[src/rtl/cyclicinv.sv]
// cyclicinv: inverse of an NCYCLE-way interleaved recursive averager.
// For each slot the raw input is rebuilt as x = y_prev + 2^LGALPHA * (y - y_prev),
// where y_prev is the last averaged sample seen on that slot.
// After reset, a CLEAR sequence loads every slot history with RESET_VALUE before
// samples are accepted. The four-stage pipeline then runs at full rate.
// Optional feature macro: CYCLICINV_SATURATE_EN
//   defined   -> output clips to the OW-bit signed range, o_ovfl is a sticky clip flag
//   undefined -> output wraps to the low OW bits, o_ovfl is tied low
module cyclicinv #(
  parameter int unsigned    IW          = 16,
  parameter int unsigned    OW          = IW + 2,
  parameter int unsigned    LGALPHA     = 4,
  parameter int unsigned    NCYCLE      = 8,
  parameter logic [IW-1:0]  RESET_VALUE = '0
) (
  input  logic                      i_clk,
  input  logic                      i_reset,
  input  logic                      i_ce,
  input  logic [IW-1:0]             i_data,
  output logic                      o_busy,
  output logic                      o_ce,
  output logic [$clog2(NCYCLE)-1:0] o_slot,
  output logic [OW-1:0]             o_data,
  output logic                      o_ovfl
);

  localparam int unsigned SW = $clog2(NCYCLE);
  localparam int unsigned DW = IW + 1;
  localparam int unsigned AW = IW + LGALPHA + 2;
  localparam logic [SW-1:0] LAST_SLOT = SW'(NCYCLE - 1);

  typedef enum logic {
    S_CLEAR = 1'b0,
    S_RUN   = 1'b1
  } state_t;

  state_t state;
  state_t state_nx;

  // Shared slot pointer: walks the memory during CLEAR, then tracks the live slot
  logic [SW-1:0] idx;

  logic clr_we;
  logic accept;

  logic [IW-1:0] mem [NCYCLE];

  // Stage E0 results
  logic                 v1;
  logic signed [IW-1:0] r_y;
  logic signed [IW-1:0] r_prev;
  logic [SW-1:0]        r_slot1;

  // Stage E1 results
  logic                 v2;
  logic signed [DW-1:0] diff;
  logic signed [IW-1:0] prev2;
  logic [SW-1:0]        slot2;

  // Stage E2 results
  logic                 v3;
  logic signed [AW-1:0] sum;
  logic [SW-1:0]        slot3;

  logic [OW-1:0] fit_c;

  // FSM state register
  always_ff @(posedge i_clk) begin
    if (i_reset) begin
      state <= S_CLEAR;
    end else begin
      state <= state_nx;
    end
  end

  // FSM next state: CLEAR finishes on the write of the last slot, RUN holds until reset
  always_comb begin
    state_nx = state;
    case (state)
      S_CLEAR: begin
        if (idx == LAST_SLOT) begin
          state_nx = S_RUN;
        end
      end
      S_RUN: begin
        state_nx = S_RUN;
      end
      default: begin
        state_nx = S_CLEAR;
      end
    endcase
  end

  // FSM outputs: history write during CLEAR, sample acceptance during RUN
  always_comb begin
    clr_we = 1'b0;
    accept = 1'b0;
    case (state)
      S_CLEAR: clr_we = 1'b1;
      S_RUN:   accept = i_ce;
      default: clr_we = 1'b0;
    endcase
  end

  // Slot pointer and busy flag; pointer wraps naturally since NCYCLE is a power of two
  always_ff @(posedge i_clk) begin
    if (i_reset) begin
      idx    <= '0;
      o_busy <= 1'b1;
    end else begin
      o_busy <= (state_nx == S_CLEAR);
      if (clr_we || accept) begin
        idx <= idx + SW'(1);
      end
    end
  end

  // Per-slot history memory: cleared slot by slot, then overwritten by each new sample
  always_ff @(posedge i_clk) begin
    if (!i_reset) begin
      if (clr_we) begin
        mem[idx] <= RESET_VALUE;
      end else if (accept) begin
        mem[idx] <= i_data;
      end
    end
  end

  // Pipeline valid chain; reset drops anything in flight
  always_ff @(posedge i_clk) begin
    if (i_reset) begin
      v1   <= 1'b0;
      v2   <= 1'b0;
      v3   <= 1'b0;
      o_ce <= 1'b0;
    end else begin
      v1   <= accept;
      v2   <= v1;
      v3   <= v2;
      o_ce <= v3;
    end
  end

  // E0: capture sample and the slot's previous value (read before the same-edge write)
  always_ff @(posedge i_clk) begin
    if (accept) begin
      r_y     <= i_data;
      r_prev  <= mem[idx];
      r_slot1 <= idx;
    end
  end

  // E1: exact difference against the slot history
  always_ff @(posedge i_clk) begin
    if (v1) begin
      diff  <= DW'(r_y) - DW'(r_prev);
      prev2 <= r_prev;
      slot2 <= r_slot1;
    end
  end

  // E2: scale the difference by 2^LGALPHA and add the history back
  always_ff @(posedge i_clk) begin
    if (v2) begin
      sum   <= AW'(prev2) + (AW'(diff) <<< LGALPHA);
      slot3 <= slot2;
    end
  end

`ifdef CYCLICINV_SATURATE_EN
  localparam logic signed [AW-1:0] SAT_HI = {{(AW-OW+1){1'b0}}, {(OW-1){1'b1}}};
  localparam logic signed [AW-1:0] SAT_LO = ~SAT_HI;

  logic clip_c;

  // Clip the exact sum to the output range and flag when clipping happens
  always_comb begin
    fit_c  = sum[OW-1:0];
    clip_c = 1'b0;
    if (sum > SAT_HI) begin
      fit_c  = SAT_HI[OW-1:0];
      clip_c = 1'b1;
    end else if (sum < SAT_LO) begin
      fit_c  = SAT_LO[OW-1:0];
      clip_c = 1'b1;
    end
  end

  // Sticky overflow flag, cleared only by reset
  always_ff @(posedge i_clk) begin
    if (i_reset) begin
      o_ovfl <= 1'b0;
    end else if (v3 && clip_c) begin
      o_ovfl <= 1'b1;
    end
  end
`else
  assign fit_c  = OW'(sum);
  assign o_ovfl = 1'b0;
`endif

  // E3: register the fitted output; data and slot hold between strobes
  always_ff @(posedge i_clk) begin
    if (i_reset) begin
      o_data <= '0;
      o_slot <= '0;
    end else if (v3) begin
      o_data <= fit_c;
      o_slot <= slot3;
    end
  end

endmodule

[config.mk]
export PLATFORM = sky130hd
export DESIGN_NAME = cyclicinv
export DESIGN_NICKNAME = d
export VERILOG_FILES = /design/src/rtl/cyclicinv.sv
export SDC_FILE = /design/constraint.sdc
export NUM_CORES = 1
export LEC_CHECK = 0
export ABC_AREA = 1
export BUFFER_PORTS_ARGS = -buffer_cell sky130_fd_sc_hd__buf_2
export CORE_UTILIZATION = 51
export DETAILED_ROUTE_END_ITERATION = 8
export GPL_ROUTABILITY_DRIVEN = 0
export PLACE_DENSITY = 0.7
export RECOVER_POWER = 25
export SLEW_MARGIN = 20
export SYNTH_ARGS = -nofsm -noshare
export SYNTH_HDL_FRONTEND = slang
export SYNTH_SLANG_ARGS = --single-unit
[constraint.sdc]
create_clock -name i_clk -period 2.6 [get_ports i_clk]
set_input_delay 0.26 -clock i_clk [delete_from_list [all_inputs] [get_ports i_clk]]
set_output_delay 0.26 -clock i_clk [all_outputs]
set_load 0.01 [all_outputs]
== Word level (Yosys, flattened, before mapping) ==
Memories as Yosys holds them, arrays and structs flattened. A register that Yosys moved wholly into a read port is not among the register bits.
Index checks and enable logic that the tools add are counted.
Operators by class
  equality and inequality tests: 1
  reduce and logical (&&, ||, !) cells: 1
  bitwise logic cells: 3
  add/sub/neg operators: 3
  muxes and demuxes: 11
Operator list (count)
  adder 16 x 18 -> 18 bit: 1
  2-to-1 mux 16 bit: 1
  subtractor 14 bit: 1
  2-to-1 mux 1 bit: 9
  adder 3 x 1 -> 3 bit, second input constant: 1
  equality test 3 bit, second input constant: 1
  inverter 1 bit: 2
  one-hot mux 1 bit (2 select lines): 1
  logical OR 1 bit: 1
  bitwise OR 1 bit: 1
Storage, ports and cells
  flip-flop bits (word level): 101
  output and inout bits: 24
  memories: 1
  RAM bits: 128
  logic and storage cells: 36
  bits of input ports: 19
Memories
  mem: depth 8, width 16, rd ports 1, clocked after Yosys merged registers in 1, wr ports 1, line 46  | logic [IW-1:0] mem [NCYCLE];

== Depth between registers and ports, before layout ==
Gate-level depths: netlist of run 1.
  depth in word-level cells: 6
  mapped depth: 10
  depth with buffers taken out: 10

== Least setup slack after synthesis of run 1 ==
No wires, ideal clock.
  kind: reg-to-reg
  start point: register idx[2]
  end point: memory mem[5][0] (enable)
  stages on the path, launching flop included: 5
  slack: -0.188 ns
  library setup time: 0.430 ns
  arrival time: 2.358 ns
  path buffers: 2
  required time: 2.170 ns
  cell sequence: dfxtp_1 buf_6 inv_2 buf_4 nor4_1
RTL lines
  start: declaration: line 41  | logic [SW-1:0] idx;
  start signal: assignment: line 113  | idx <= idx + SW'(1);
  end: declaration: line 46
Straight into the memory's write port.

== Worst setup path after layout of run 1 ==
  start point: register idx[1]
  end point: register idx[2]
On the way
  word-level cells in the longest chain between the ends: 1
RTL lines (line)
  adder 3 x 1 -> 3 bit: 113
No other way between the ends.
A chain may end at the register's enable or synchronous reset.

==> run_results.csv, run 1 <==
group,metric,value,unit
outcome,status,"finished with violations",
outcome,failed_checks,"max-capacitance violations, max-slew violations",
critical_path,crit_arrival,2690,ps
clock_network,cts_htree_levels,1,
clock_network,clk-insertion-delay-late,520,ps
grt,maximum_number_of_pins_on_one_net_before_global_route_repair,44,
pwr,power_density,693,nW/um^2
sta,maxClockFrequency,0.435,GHz
layout,post_route_cells_drive_above_1_share,6.88,%
pwr,comb_power_share,5.4,%
synthesis,ys.warnings.count,0,
route,drtIter0Drc,487,
die,floorplan.die.height,145,um
critical_path,setup.worst_path.class,"reg2reg",
sta,final.setup_skew,13.3,ps
synthesis,netlist.area_leader.share,61.7,%
die,floorplan.die_area,21100,sq um
layout,antenna_cells,0,
route,drtAntennaViolNets,0,
synthesis,postSynth.topFlopCell,"sky130_fd_sc_hd__edfxtp_1",
sta,report.final.hold_viol_count,0,
pwr,cell_internal_pwr,6.52,mW
pwr,pwr-share-clk,42.3,%
synthesis,synth_area_leader_cell,"sky130_fd_sc_hd__edfxtp_1",
clock_network,cts_buffers,26,
placement,place_inst,1242,
critical_path,regToRegSetupSlack,300,ps
route,drt_drc_violations_left,0,
clock_network,clock_pin_slew_of_the_registers_on_the_worst_case_setup_and_hold_paths,60,ps
sta,period_share,88.3,%
placement,hpwlAfterDp,14.1,mm
clock_network,cts.sink_count,245,
pwr,p_switching,1.75,mW
route,average_wire_per_cell_in_the_routed_design,16.4,um
clock_network,cts_post_setup_buffers_inserted,0,
sta,min_period,2300,ps
layout,fin_cells,1302,
sta,setup_repair_after_global_routing_missed_its_margin,"no",
route,route.detailed.vias_per_inst,5.21,
critical_path,cp.required,2990,ps
flow_run,drv_cap,2,
synthesis,synth_enable_flop_cells,215,
route,route.vias.total,6777,
grt,track_usage,21.0,%
sta,slew_viol_final,66,
synthesis,ys_top_cells_by_count,"220 x sky130_fd_sc_hd__nand2_1, 215 x sky130_fd_sc_hd__edfxtp_1, 99 x sky130_fd_sc_hd__inv_1, 98 x sky130_fd_sc_hd__nor2_1, 75 x sky130_fd_sc_hd__a21oi_1",
sta,final.setup.tns,0,ps
sta,worstMarginPinSlew,1650,ps
layout,finish.utilization,59.1,%
layout,synthToLayoutAreaGrowth,13.9,%
grt,grt_pass1_wl,34.6,mm
die,core_area,20200,sq um
sta,hold_ws,34.7,ps
critical_path,critical_path_endpoint_category,"flop",
pwr,netSwitchingFraction,21.2,%
synthesis,synth-seq-cells,245,
die,ios,43,
clock_network,cts_tree,"yes",
critical_path,setup.worst_path.start_class,"flop",
clock_network,cts_resized,0,
layout,fillerInstances,1699,
grt,via_count_of_the_first_global_routing_pass,6651,
synthesis,synth_most_common_cell,"sky130_fd_sc_hd__nand2_1",
die,initial_utilization,51.9,%
synthesis,synth-async-reset-ratio,0,%
synthesis,syn_inst,939,
pwr,power_leakage,4.72,nW
sta,worst_slew_margin_relative_to_its_limit,-9.81,%
worst_hold_path,timing.hold.worst.class,"in2reg",
synthesis,syn_nets,988,
synthesis,synth.top_cells.by_area,"sky130_fd_sc_hd__edfxtp_1 62%, sky130_fd_sc_hd__nand2_1 7.9%, sky130_fd_sc_hd__dfxtp_1 5.7%",
placement,io_buffers,41,
grt,grt_antenna_before_repair,0,
route,routed_wl,21.4,mm
route,first_pass_detailed_route_iteration_total,7,
pwr,design_power_total,8.27,mW
synthesis,synth_cell_type_count,27,
pwr,pwr-share-seq,52.3,%
synthesis,synth_area_per_cell,11.2,sq um
die,die_w,145,um
critical_path,maximum_fanout_encountered_on_the_critical_timing_path,19,
pwr,vdd_ir_drop_max,0.569,mV
die,rows,52,
synthesis,synth_area,10500,sq um
clock_network,cts_max_path_buffers,3,
clock_network,cts_root_buf,"sky130_fd_sc_hd__clkbuf_16",
synthesis,synth.yosys.seq_area_share,67.4,%
sta,setup_violations,0,
layout,nets_final,1064,
grt,grt_overflow,0,
==> worst paths after layout <==
kind,from,to,cells after the start
setup reg to reg,idx[1],idx[2],5
hold / removal,i_ce,v1,3
setup / recovery,idx[1],idx[2],5
hold reg to reg,prev2[0],sum[0],0
==> sequential cells by signal (all words and copies together) (netlist names), 3 cells and up <==
register and count:
o_slot 3, r_slot1 3, prev2 16, r_y 14, diff 14, r_prev 16, sum 18, idx 3
o_data 18, slot3 3, slot2 3, mem 128
==> critical path, stage by stage (launching register included) <==
cell	delay [ps]
sky130_fd_sc_hd__dfxtp_1	410
sky130_fd_sc_hd__clkbuf_1	970
sky130_fd_sc_hd__ha_1	320
sky130_fd_sc_hd__ha_1	230
sky130_fd_sc_hd__o21ai_0	170
sky130_fd_sc_hd__a21oi_1	60
==> cell type report <==
type | instances | area, sq um | area share [%]
well taps | 270 | 338 | 2.83
multi-input cells | 558 | 2840 | 23.8
inverters | 103 | 392 | 3.28
clock buffers | 33 | 698 | 5.86
clock inverters | 12 | 106 | 0.892
repair buffers | 81 | 490 | 4.11
flip-flops and latches | 245 | 7060 | 59.2
==> metrics by stage <==
step / setup slack [ps] / area [sq um]
global placement: 540 / 11000
finish: 304 / 11900
global route: 231 / 11900
floorplan: 462 / 10500
CTS: 554 / 12000
detailed placement: 534 / 11000
==> timing repair <==
action | in CTS | in global routing
setup endpoints to repair | 0 | 0
hold buffers | 15 | 0
hold endpoints to repair | 17 | 0
==> power groups by stage <==
stage               Combinational (mW)  Clock (mW)  Sequential, mW
finish                           0.443        3.50            4.32
floorplan                        0.283           0            4.40
detailed placement               0.425           0            4.41
global placement                 0.417           0            4.40
CTS                              0.445        3.57            4.32
global route                     0.482        3.71            4.33
==> metal layers <==
| layer | track usage (%) | vias up | wire, um | share of wire (%) |
|---|---|---|---|---|
| met4 | 8.32 | 0 | 666 | 3.1 |
| met5 | 0 | - | 0 | 0 |
| li1 | - | 3342 | - | - |
| met3 | 2.86 | 47 | 1150 | 5.4 |
| met1 | 26.9 | 3180 | 8960 | 42 |
| met2 | 36.3 | 208 | 10600 | 50 |
==> kinds of logic (layout without fill, tap and decap cells) <==
kind of cell / count (synthesis) / in the layout / synth area share (%)
AND/OR/NAND/NOR: 384 / 384 / 15.3
flip-flops: 245 / 245 / 67.4
buffers and inverters: 136 / 229 / 6.07
AO/OA/AOI/OAI: 127 / 127 / 6.12
adder cells (fa/ha/maj): 30 / 30 / 3.73
XOR/XNOR: 16 / 16 / 1.34
other: 1 / 1 / 0.0358
==> cells in the final DEF (no fill, tap or decap), types with 2 or more instances in the layout <==
| master | instances |
|---|---|
| sky130_fd_sc_hd__nand2_1 | 220 |
| sky130_fd_sc_hd__clkinv_1 | 6 |
| sky130_fd_sc_hd__nor4_4 | 6 |
| sky130_fd_sc_hd__buf_2 | 4 |
| sky130_fd_sc_hd__inv_6 | 2 |
| sky130_fd_sc_hd__ha_1 | 28 |
| sky130_fd_sc_hd__bufinv_16 | 2 |
| sky130_fd_sc_hd__a21oi_1 | 75 |
| sky130_fd_sc_hd__o21bai_1 | 2 |
| sky130_fd_sc_hd__clkbuf_1 | 48 |
| sky130_fd_sc_hd__dlygate4sd3_1 | 15 |
| sky130_fd_sc_hd__edfxtp_1 | 215 |
| sky130_fd_sc_hd__nand3_2 | 2 |
| sky130_fd_sc_hd__nand2_2 | 2 |
| sky130_fd_sc_hd__dfxtp_1 | 30 |
| sky130_fd_sc_hd__nand4_1 | 27 |
| sky130_fd_sc_hd__inv_1 | 99 |
| sky130_fd_sc_hd__o21ai_0 | 35 |
| sky130_fd_sc_hd__inv_2 | 3 |
| sky130_fd_sc_hd__clkinv_2 | 3 |
| sky130_fd_sc_hd__nor3_1 | 2 |
| sky130_fd_sc_hd__fa_1 | 2 |
| sky130_fd_sc_hd__o21ai_1 | 15 |
| sky130_fd_sc_hd__xnor2_1 | 8 |
| sky130_fd_sc_hd__nand3_1 | 27 |
| sky130_fd_sc_hd__clkbuf_16 | 27 |
| sky130_fd_sc_hd__xor2_1 | 8 |
| sky130_fd_sc_hd__buf_4 | 19 |
| sky130_fd_sc_hd__nor2_1 | 98 |
(Power assumes the default switching activity.)
==> run 2, diff against run 1 <==
GPL_ROUTABILITY_DRIVEN = 1   (was 0)
PLACE_DENSITY = 0.68   (was 0.7)
clock period = 2.2 ns   (was 2.6 ns; I/O delays follow)
==> run_results.csv, run 2 (synthesis results as in run 1) <==
group,metric,value,unit
layout,finish.utilization,59.4,%
clock_network,cts_max_path_buffers,3,
clock_network,cts_tree,"yes",
critical_path,critical_path.startpoint,"idx[0]",
sta,maxClockFrequency,0.501,GHz
layout,nets_final,1070,
sta,finalWorstSetupSlack,203,ps
layout,fillerInstances,1703,
route,drtIter0Drc,368,
sta,final.setup.tns,0,ps
route,average_wire_per_cell_in_the_routed_design,15.4,um
sta,worst_slew_margin_relative_to_its_limit,25.7,%
pwr,power_leakage,4.78,nW
layout,largest_register_ffs,128,
clock_network,cts_root_buf,"sky130_fd_sc_hd__clkbuf_16",
placement,dpl_worst_slack,273,ps
pwr,power_density,811,nW/um^2
critical_path,critical_path_endpoint_category,"flop",
die,core_area,20200,sq um
placement,place_congestion,0.907,
route,drt_drc_violations_left,0,
layout,antenna_cells,0,
sta,slew_viol_final,0,
critical_path,crit_arrival,2390,ps
worst_hold_path,timing.hold.worst.class,"in2reg",
sta,setup_repair_after_global_routing_missed_its_margin,"no",
route,routed_wl,20.2,mm
worst_hold_path,hold_start,"i_data[14]",
layout,post_route_cells_drive_above_1_share,8.47,%
critical_path,setup.worst_path.class,"reg2reg",
route,first_pass_detailed_route_iteration_total,5,
grt,grt_overflow,0,
flow_run,drv_cap,0,
clock_network,cts_buffers,25,
route,route.detailed.vias_per_inst,5.05,
critical_path,cp.required,2590,ps
die,floorplan.die.height,145,um
grt,grt_antenna_before_repair,0,
sta,setup_violations,0,
sta,final.setup_skew,25.0,ps
layout,layout_common_cells,"220 x sky130_fd_sc_hd__nand2_1, 215 x sky130_fd_sc_hd__edfxtp_1, 99 x sky130_fd_sc_hd__inv_1",
outcome,status,"completed",
clock_network,cts.sink_count,245,
die,initial_utilization,51.9,%
grt,via_count_of_the_first_global_routing_pass,6637,
die,rows,52,
die,floorplan.die_area,21100,sq um
layout,biggestRegsByFlops,"mem: 128 flops, o_data: 18 flops, sum: 18 flops",
layout,area_used_by_multi_input_combinational_logic,2840,sq um
route,drtAntennaViolNets,0,
critical_path,regToRegStartpoint,"idx[0]",
clock_network,cts_htree_levels,1,
grt,maximum_number_of_pins_on_one_net_before_global_route_repair,62,
layout,synthToLayoutAreaGrowth,14.4,%
clock_network,clk-insertion-delay-late,530,ps
placement,hpwlAfterDp,13.9,mm
critical_path,setup.worst_path.start_class,"flop",
die,die_w,145,um
pwr,vdd_ir_drop_max,0.599,mV
grt,track_usage,20.2,%
die,ios,43,
sta,min_period,2000,ps
layout,regMostFlops,"mem",
sta,report.final.hold_viol_count,0,
clock_network,clock_pin_slew_of_the_registers_on_the_worst_case_setup_and_hold_paths,60,ps
layout,most_common_cell_after_layout_fill_and_taps_aside,"sky130_fd_sc_hd__nand2_1",
layout,fin_cells,1309,
route,route.vias.total,6616,
grt,grt_pass1_wl,33.5,mm
sta,period_share,90.8,%
critical_path,maximum_fanout_encountered_on_the_critical_timing_path,28,
placement,place_inst,1248,
layout,final-seq-area,7060,sq um
clock_network,cts_resized,0,
placement,io_buffers,41,
sta,worstMarginPinSlew,1110,ps
[run 2: final cells by class]
type,count,share of cell area [%]
clock inverters,9,0.825
inverters,103,3.27
flip-flops and latches,245,58.9
clock buffers,36,5.91
multi-input cells,558,23.7
well taps,270,2.82
repair buffers,88,4.53
[run 2: worst paths after layout]
check | endpoint | slack (ps) | cells past startpoint
worst max-delay path | idx[2] | 200 | 5
worst min-delay path | mem[6][14] | 110 | 3
worst max register to register | idx[2] | 200 | 5
worst min register to register | slot3[1] | 410 | 0
[run 2: through the flow]
| step | hold slack (ps) | total power [mW] | area (sq um) |
|---|---|---|---|
| 4_1_cts | 95.8 | 9.79 | 12000 |
| 3_5_place_dp | 405 | 5.69 | 11100 |
| 2_1_floorplan | 292 | 5.54 | 10500 |
| 5_1_grt | 111 | 10.0 | 12000 |
| 6_report | 112 | 9.71 | 12000 |
| 3_3_place_gp | 404 | 5.68 | 11100 |
[run 2: power breakdown]
group / switching, mW / total, mW / internal (mW)
Sequential: 0.0308 / 5.12 / 5.09
Combinational: 0.334 / 0.494 / 0.161
Clock: 1.63 / 4.10 / 2.47
[run 2: worst max-delay path, stage by stage (launching register included)]
cell and delay [ps]:
sky130_fd_sc_hd__dfxtp_2 560, sky130_fd_sc_hd__clkbuf_2 540, sky130_fd_sc_hd__ha_1 250, sky130_fd_sc_hd__ha_1 220, sky130_fd_sc_hd__o21ai_0 190, sky130_fd_sc_hd__a21oi_1 90
[run 2: repair_timing]
action                    4_1_cts  5_1_grt
hold endpoints to repair       16        0
hold buffers                   16        0
setup buffers                   0        0
[run 2: metal layers]
metal  part of all wire, %  track usage [%]  vias up
li1                      -                -     3349
met1                    42             25.4     3046
met2                    49             35.0      166
met3                   4.9             3.43       55
met4                   3.9             8.05        0
met5                     0                0        -
